File: src/rtl/load_unit_pkg.sv
// Shared definitions for the RV32 data-memory load path: funct3 codes,
// FSM states and the word-boundary crossing rule.
package load_unit_pkg;

    localparam int unsigned XLEN = 32;
    localparam int unsigned RD_W = 5;
    localparam int unsigned F3_W = 3;

    localparam logic [F3_W-1:0] F3_LB  = 3'b000;
    localparam logic [F3_W-1:0] F3_LH  = 3'b001;
    localparam logic [F3_W-1:0] F3_LW  = 3'b010;
    localparam logic [F3_W-1:0] F3_LBU = 3'b100;
    localparam logic [F3_W-1:0] F3_LHU = 3'b101;

    typedef enum logic [2:0] {
        ST_IDLE,
        ST_RD0,
        ST_W0,
        ST_RD1,
        ST_W1,
        ST_RESP
    } state_e;

    function automatic logic f3_legal(input logic [F3_W-1:0] f3);
        return (f3 == F3_LB) || (f3 == F3_LH) || (f3 == F3_LW) ||
               (f3 == F3_LBU) || (f3 == F3_LHU);
    endfunction

    // True when the access spills into the next word.
    function automatic logic load_crosses(input logic [F3_W-1:0] f3, input logic [1:0] off);
        logic c;
        c = 1'b0;
        if (f3 == F3_LW) begin
            c = (off != 2'b00);
        end else if ((f3 == F3_LH) || (f3 == F3_LHU)) begin
            c = (off == 2'b11);
        end
        return c;
    endfunction

endpackage

File: src/rtl/load_unit_extract.sv
// Combinational align-and-extend: picks the addressed byte/halfword/word out
// of a little-endian word pair and sign- or zero-extends it.
module load_extract
    import load_unit_pkg::*;
(
    input  logic [XLEN-1:0] word0,
    input  logic [XLEN-1:0] word1,
    input  logic [1:0]      offset,
    input  logic [F3_W-1:0] funct3,
    output logic [XLEN-1:0] data
);

    logic [2*XLEN-1:0] pair;
    logic [2*XLEN-1:0] shifted;

    always_comb begin
        pair    = {word1, word0};
        shifted = pair >> {offset, 3'b000};
        data    = '0;
        case (funct3)
            F3_LB:   data = {{(XLEN-8){shifted[7]}}, shifted[7:0]};
            F3_LBU:  data = {{(XLEN-8){1'b0}}, shifted[7:0]};
            F3_LH:   data = {{(XLEN-16){shifted[15]}}, shifted[15:0]};
            F3_LHU:  data = {{(XLEN-16){1'b0}}, shifted[15:0]};
            F3_LW:   data = shifted[XLEN-1:0];
            default: data = '0;
        endcase
    end

endmodule

File: src/rtl/load_unit.sv
// Load unit: accepts one load at a time, issues one or two word reads to a
// 1-cycle synchronous memory and returns the extended result with its tag.
module load_unit
    import load_unit_pkg::*;
#(
    parameter bit SPLIT_EN = 1'b1
) (
    input  logic            clk,
    input  logic            rst_n,
    input  logic            req_valid,
    output logic            req_ready,
    input  logic [XLEN-1:0] req_addr,
    input  logic [F3_W-1:0] req_funct3,
    input  logic [RD_W-1:0] req_rd,
    output logic            mem_rd_en,
    output logic [XLEN-1:0] mem_addr,
    input  logic [XLEN-1:0] mem_rdata,
    output logic            resp_valid,
    input  logic            resp_ready,
    output logic [XLEN-1:0] resp_data,
    output logic [RD_W-1:0] resp_rd,
    output logic            resp_err
);

    state_e          state_q, state_d;
    logic [XLEN-1:0] addr_q, addr_d;
    logic [F3_W-1:0] f3_q, f3_d;
    logic [RD_W-1:0] rd_q, rd_d;
    logic            cross_q, cross_d;
    logic [XLEN-1:0] word0_q, word0_d;

    logic            req_ready_d;
    logic            mem_rd_en_d;
    logic [XLEN-1:0] mem_addr_d;
    logic            resp_valid_d;
    logic [XLEN-1:0] resp_data_d;
    logic [RD_W-1:0] resp_rd_d;
    logic            resp_err_d;

    logic            acc_cross;
    logic [XLEN-1:0] word_base;
    logic [XLEN-1:0] ext_word0;
    logic [XLEN-1:0] ext_word1;
    logic [XLEN-1:0] ext_data;

    // In W0 the live read is the low word; in W1 it is the high word.
    always_comb begin
        ext_word0 = mem_rdata;
        ext_word1 = '0;
        if (state_q == ST_W1) begin
            ext_word0 = word0_q;
            ext_word1 = mem_rdata;
        end
    end

    load_extract u_extract (
        .word0  (ext_word0),
        .word1  (ext_word1),
        .offset (addr_q[1:0]),
        .funct3 (f3_q),
        .data   (ext_data)
    );

    // Next state and next values of every registered output.
    always_comb begin
        state_d      = state_q;
        addr_d       = addr_q;
        f3_d         = f3_q;
        rd_d         = rd_q;
        cross_d      = cross_q;
        word0_d      = word0_q;
        resp_data_d  = resp_data;
        resp_rd_d    = resp_rd;
        resp_err_d   = resp_err;
        acc_cross    = load_crosses(req_funct3, req_addr[1:0]);

        case (state_q)
            ST_IDLE: begin
                if (req_valid) begin
                    addr_d  = req_addr;
                    f3_d    = req_funct3;
                    rd_d    = req_rd;
                    cross_d = acc_cross;
                    if (!f3_legal(req_funct3) || (acc_cross && !SPLIT_EN)) begin
                        state_d     = ST_RESP;
                        resp_data_d = '0;
                        resp_rd_d   = req_rd;
                        resp_err_d  = 1'b1;
                    end else begin
                        state_d = ST_RD0;
                    end
                end
            end
            ST_RD0: state_d = ST_W0;
            ST_W0: begin
                word0_d = mem_rdata;
                if (cross_q) begin
                    state_d = ST_RD1;
                end else begin
                    state_d     = ST_RESP;
                    resp_data_d = ext_data;
                    resp_rd_d   = rd_q;
                    resp_err_d  = 1'b0;
                end
            end
            ST_RD1: state_d = ST_W1;
            ST_W1: begin
                state_d     = ST_RESP;
                resp_data_d = ext_data;
                resp_rd_d   = rd_q;
                resp_err_d  = 1'b0;
            end
            ST_RESP: begin
                if (resp_ready) begin
                    state_d = ST_IDLE;
                end
            end
            default: state_d = ST_IDLE;
        endcase

        word_base    = {addr_d[XLEN-1:2], 2'b00};
        req_ready_d  = (state_d == ST_IDLE);
        resp_valid_d = (state_d == ST_RESP);
        mem_rd_en_d  = (state_d == ST_RD0) || (state_d == ST_RD1);
        mem_addr_d   = mem_addr;
        if (state_d == ST_RD0) begin
            mem_addr_d = word_base;
        end else if (state_d == ST_RD1) begin
            mem_addr_d = word_base + XLEN'(4);
        end
    end

    always_ff @(posedge clk or negedge rst_n) begin
        if (!rst_n) begin
            state_q    <= ST_IDLE;
            addr_q     <= '0;
            f3_q       <= '0;
            rd_q       <= '0;
            cross_q    <= 1'b0;
            word0_q    <= '0;
            req_ready  <= 1'b1;
            mem_rd_en  <= 1'b0;
            mem_addr   <= '0;
            resp_valid <= 1'b0;
            resp_data  <= '0;
            resp_rd    <= '0;
            resp_err   <= 1'b0;
        end else begin
            state_q    <= state_d;
            addr_q     <= addr_d;
            f3_q       <= f3_d;
            rd_q       <= rd_d;
            cross_q    <= cross_d;
            word0_q    <= word0_d;
            req_ready  <= req_ready_d;
            mem_rd_en  <= mem_rd_en_d;
            mem_addr   <= mem_addr_d;
            resp_valid <= resp_valid_d;
            resp_data  <= resp_data_d;
            resp_rd    <= resp_rd_d;
            resp_err   <= resp_err_d;
        end
    end

endmodule
File: config.mk
export PLATFORM = sky130hd
export DESIGN_NAME = load_unit
export DESIGN_NICKNAME = d
export VERILOG_FILES = /design/src/rtl/load_unit_pkg.sv /design/src/rtl/load_unit_extract.sv /design/src/rtl/load_unit.sv
export SDC_FILE = /design/constraint.sdc
export NUM_CORES = 1
export LEC_CHECK = 0
export BUFFER_PORTS_ARGS = -buffer_cell sky130_fd_sc_hd__buf_2
export CELL_PAD_IN_SITES_DETAIL_PLACEMENT = 1
export CELL_PAD_IN_SITES_GLOBAL_PLACEMENT = 1
export CORE_MARGIN = 2
export CORE_UTILIZATION = 47
export CTS_CLUSTER_SIZE = 12
export DETAILED_ROUTE_END_ITERATION = 8
export GPL_TIMING_DRIVEN = 0
export MAX_ROUTING_LAYER = met4
export PLACE_DENSITY = 0.84
export SETUP_SLACK_MARGIN = 0.4
export SYNTH_ARGS = -nofsm -noshare
export SYNTH_HDL_FRONTEND = slang
export SYNTH_HIERARCHICAL = 1
export SYNTH_SLANG_ARGS = --single-unit
File: constraint.sdc
create_clock -name clk -period 9.9 [get_ports clk]
set_input_delay 0 -clock clk [delete_from_list [all_inputs] [get_ports clk]]
set_output_delay 0 -clock clk [all_outputs]
set_load 0.02 [all_outputs]
==> metrics.md <==
| Metric | Value |
|---|---|
| Status | `finished, final reports clean` |
| Core area | `17,800 µm²` |
| Number of antenna violations at the first check in global routing | `2` |
| Worst R2R Setup Slack | `approximately 5.9 ns` |
| Cell Chain, Critical Path | `buf_6, nor4b_2, buf_2, buf_2, buf_1, nand2_1, nand2_1, ha_1, o21ai_1, nor4_1, xnor2_1, o21ai_1` |
| Remaining Overflow, GRT | `0` |
| Initial Utilization | `between 40% and 50%` |
| CP Capture Type | `register` |
| Vias per cell | `5.98` |
| Row cnt | `between 40 and 50` |
| RSZ-0062 raised after global routing | `false` |
| Root Driver | `clkbuf_16` |
| 1st-iter DRT viols | `slightly below 600` |
| Leakage | `0.00488 µW` |
| Area growth, synth to finish | `27.6%` |
| Post-route cell area | `approximately 11,000 µm²` |
| Worst r2r dst | `mem_addr[30]` |
| Mapped cell area | `8490 µm²` |
| Die ar. | `approximately 19,000 µm²` |
| Power per cell area | `~340 nW/µm²` |
| Final WL | `around 32,000 µm` |
| Router iterations before antenna repair | `5` |
| Average wire per standard cell | `around 23 µm` |
| Final Worst Setup Slack | `between 5 and 6 ns` |
| Share of layout cells above drive strength 1 | `approximately 28%` |
| Reg2reg path depth | `12` |
| VDD IR max | `0.167 mV` |
| Setup WS pre-CTS | `6.06 ns` |
| F_max | `between 0.2 and 0.25 GHz` |
| Min Tclk post-route | `between 4 and 5 ns` |
| CTS tree | `built` |
| Final critical-path share of the clock period | `between 40 and 50%` |
| Residual DRC | `0` |
| Final setup fails | `0` |
| Final setup TNS | `0 ns` |
| CTS Buf Count | `17` |
| Overall Global Routing Usage | `between 30 and 40%` |
| Ys Warns | `6` |
| Kind of critical path | `register to register` |
| Worst slew pin tran | `between 0.9 and 1 ns` |
| Max incr delay on CP | `~0.53 ns` |
| Nets | `1,192` |
| Worst hold path class | `input port to register` |
| Top delay family on crit path | `buffers and inverters` |
| First-pass GRT wire length | `roughly 50,000 µm` |
| Largest net degree at the start of global routing | `87` |
| Antenna Nets Post-Route | `0` |
| Post-CTS setup buffer count | `0` |
| CTS Buffer Depth | `2` |
| Int Pwr | `1950 µW` |
| Clock power share | `approximately 18%` |
| Post-CTS sizing | `0` |
| CTS clk-pin slew, worst paths | `about 0.07 ns` |
| Critical path launch point type | `register` |
| Clock sink total | `roughly 150` |
| Port-buffer cells | `146` |
| Die Wd | `~140 µm` |
| Final GP Congestion | `about 0.92` |
| Slowest CP cell | `buf_1` |
| Utilization after layout | `60.7%` |
| Max-Slew Margin vs Limit | `34.7%` |
| CP endpoint | `mem_addr[30]` |
| H-Tree Depth | `4` |
| Worst setup path start | `state_q[0]` |
| Switching power | `around 1700 µW` |
| Register share of total power | `29.8%` |
| Syn Area/Cell | `around 9.7 µm²` |
| Worst Clk Skew | `0.0125 ns` |
| IO Count | `approximately 150` |
| Final hold vios | `0` |
| Bufs and invs on worst path | `4` |
| Cell count after synthesis | `between 800 and 900` |
| Arr. time, crit path | `about 4.3 ns` |
| Final HPWL DP | `19,800 µm` |
| Vias | `8,130` |
| Number of global-route vias before repair | `between 8,000 and 9,000` |
| Critical path depth | `12` |
| Worst hold margin | `0.0371 ns` |
| Max-cap viol count | `0` |
| Clock Latency Late Sink | `~0.44 ns` |
| FF-to-FF Start | `state_q[0]` |
| Combinational share of power | `around 53%` |
| Sw Ratio | `a little under half` |
| Slew Viols, Final | `0` |
| Die Y | `138 µm` |
| Worst-path fanout max | `10` |
| Crit path required time | `10.19 ns` |
| Post-DP Area | `roughly 9500 µm²` |
cell usage in the layout (no fill, tap or decap), types with 3 or more instances in the layout:
cell / instances
nand2_1: 230
buf_2: 150
dfrtp_1: 146
o21ai_0: 76
mux2_2: 72
dlygate4sd3_1: 71
clkbuf_1: 37
mux4_2: 28
xnor2_1: 27
and2_1: 25
inv_1: 23
nor2_1: 21
a31oi_1: 20
nor3_1: 19
nand3_1: 18
clkbuf_16: 17
nor4_1: 14
nor2b_1: 12
mux2i_1: 11
a21oi_1: 8
o21ai_1: 8
buf_4: 8
buf_6: 7
and3_1: 6
inv_6: 6
buf_1: 5
nand4_1: 5
inv_8: 4
clkinv_4: 4
diode_2: 3
nand2b_1: 3
o22ai_1: 3
or2_2: 3
nor4_4: 3
mux4_1: 3
worst min-delay path by stage:
stage                 startpoint      endpoint  slack (ns)  depth (start not counted)
floorplan                  rst_n     addr_q[0]       -0.30                          0
global placement       req_rd[1]       rd_q[1]        0.22                          3
detailed placement         rst_n  mem_addr[24]        0.03                          1
CTS                 req_addr[18]    addr_q[18]       0.003                          3
global route        req_addr[18]    addr_q[18]        0.05                          3
finish              req_addr[18]    addr_q[18]        0.04                          3
area by class of cell:
type	instances	area, µm²
multi-input cells	647	4410
inverters	23	86.3
flip-flops and latches	147	3680
repair buffers	218	1480
clock inverters	15	140
clock buffers	17	425
well taps	229	287
plain buffers	61	310
diodes	3	7.51
fillers	2021	7020
flip-flops by register name, summed over array words and instances (netlist names):
name        cells
resp_rd         5
resp_valid      1
addr_q         32
req_ready       1
word0_q        32
cross_q         1
resp_err        1
mem_rd_en       1
f3_q            3
resp_data      32
state_q         3
mem_addr       30
rd_q            5
per-stage QoR:
| stage | std cells | total power [µW] |
|---|---|---|
| final | 1360 | 3630 |
| after global routing | 1359 | 3830 |
| after CTS | 1357 | 3540 |
| after detailed placement | 1254 | 2860 |
| after global placement | 1253 | 2780 |
| after floorplan | 878 | 2280 |
power by group through the flow:
| stage | Sequential [µW] | Clock (µW) | Combinational [µW] |
|---|---|---|---|
| 6_report | 1080 | 644 | 1900 |
| 5_1_grt | 1110 | 671 | 2050 |
| 4_1_cts | 1060 | 642 | 1840 |
| 3_5_place_dp | 1060 | 0 | 1800 |
| 3_3_place_gp | 1040 | 0 | 1730 |
| 2_1_floorplan | 1180 | 0 | 1110 |
timing repair:
action | 4_1_cts | 5_1_grt
hold buffers | 71 | 0
endpoints found under the hold margin | 138 | 0
endpoints found under the setup margin | 0 | 0
worst register-to-register path, cell delays in order (launching register included):
cell     delay (ns)
dfrtp_1        0.41
buf_6          0.15
nor4b_2        0.50
buf_2          0.37
buf_2          0.38
buf_1          0.53
nand2_1        0.18
nand2_1        0.13
ha_1           0.23
o21ai_1        0.26
nor4_1         0.46
xnor2_1        0.19
o21ai_1        0.08
metal layers:
layer	vias up	part of all wire (%)	wire length, µm	GRT usage (%)
met5	-	0	0	-
li1	3538	-	-	-
met1	4033	41	12800	43.5
met4	0	3.8	1210	15.3
met3	123	7.3	2290	5.37
met2	436	48	15300	55.5
Power figures use the tool's default switching activity.
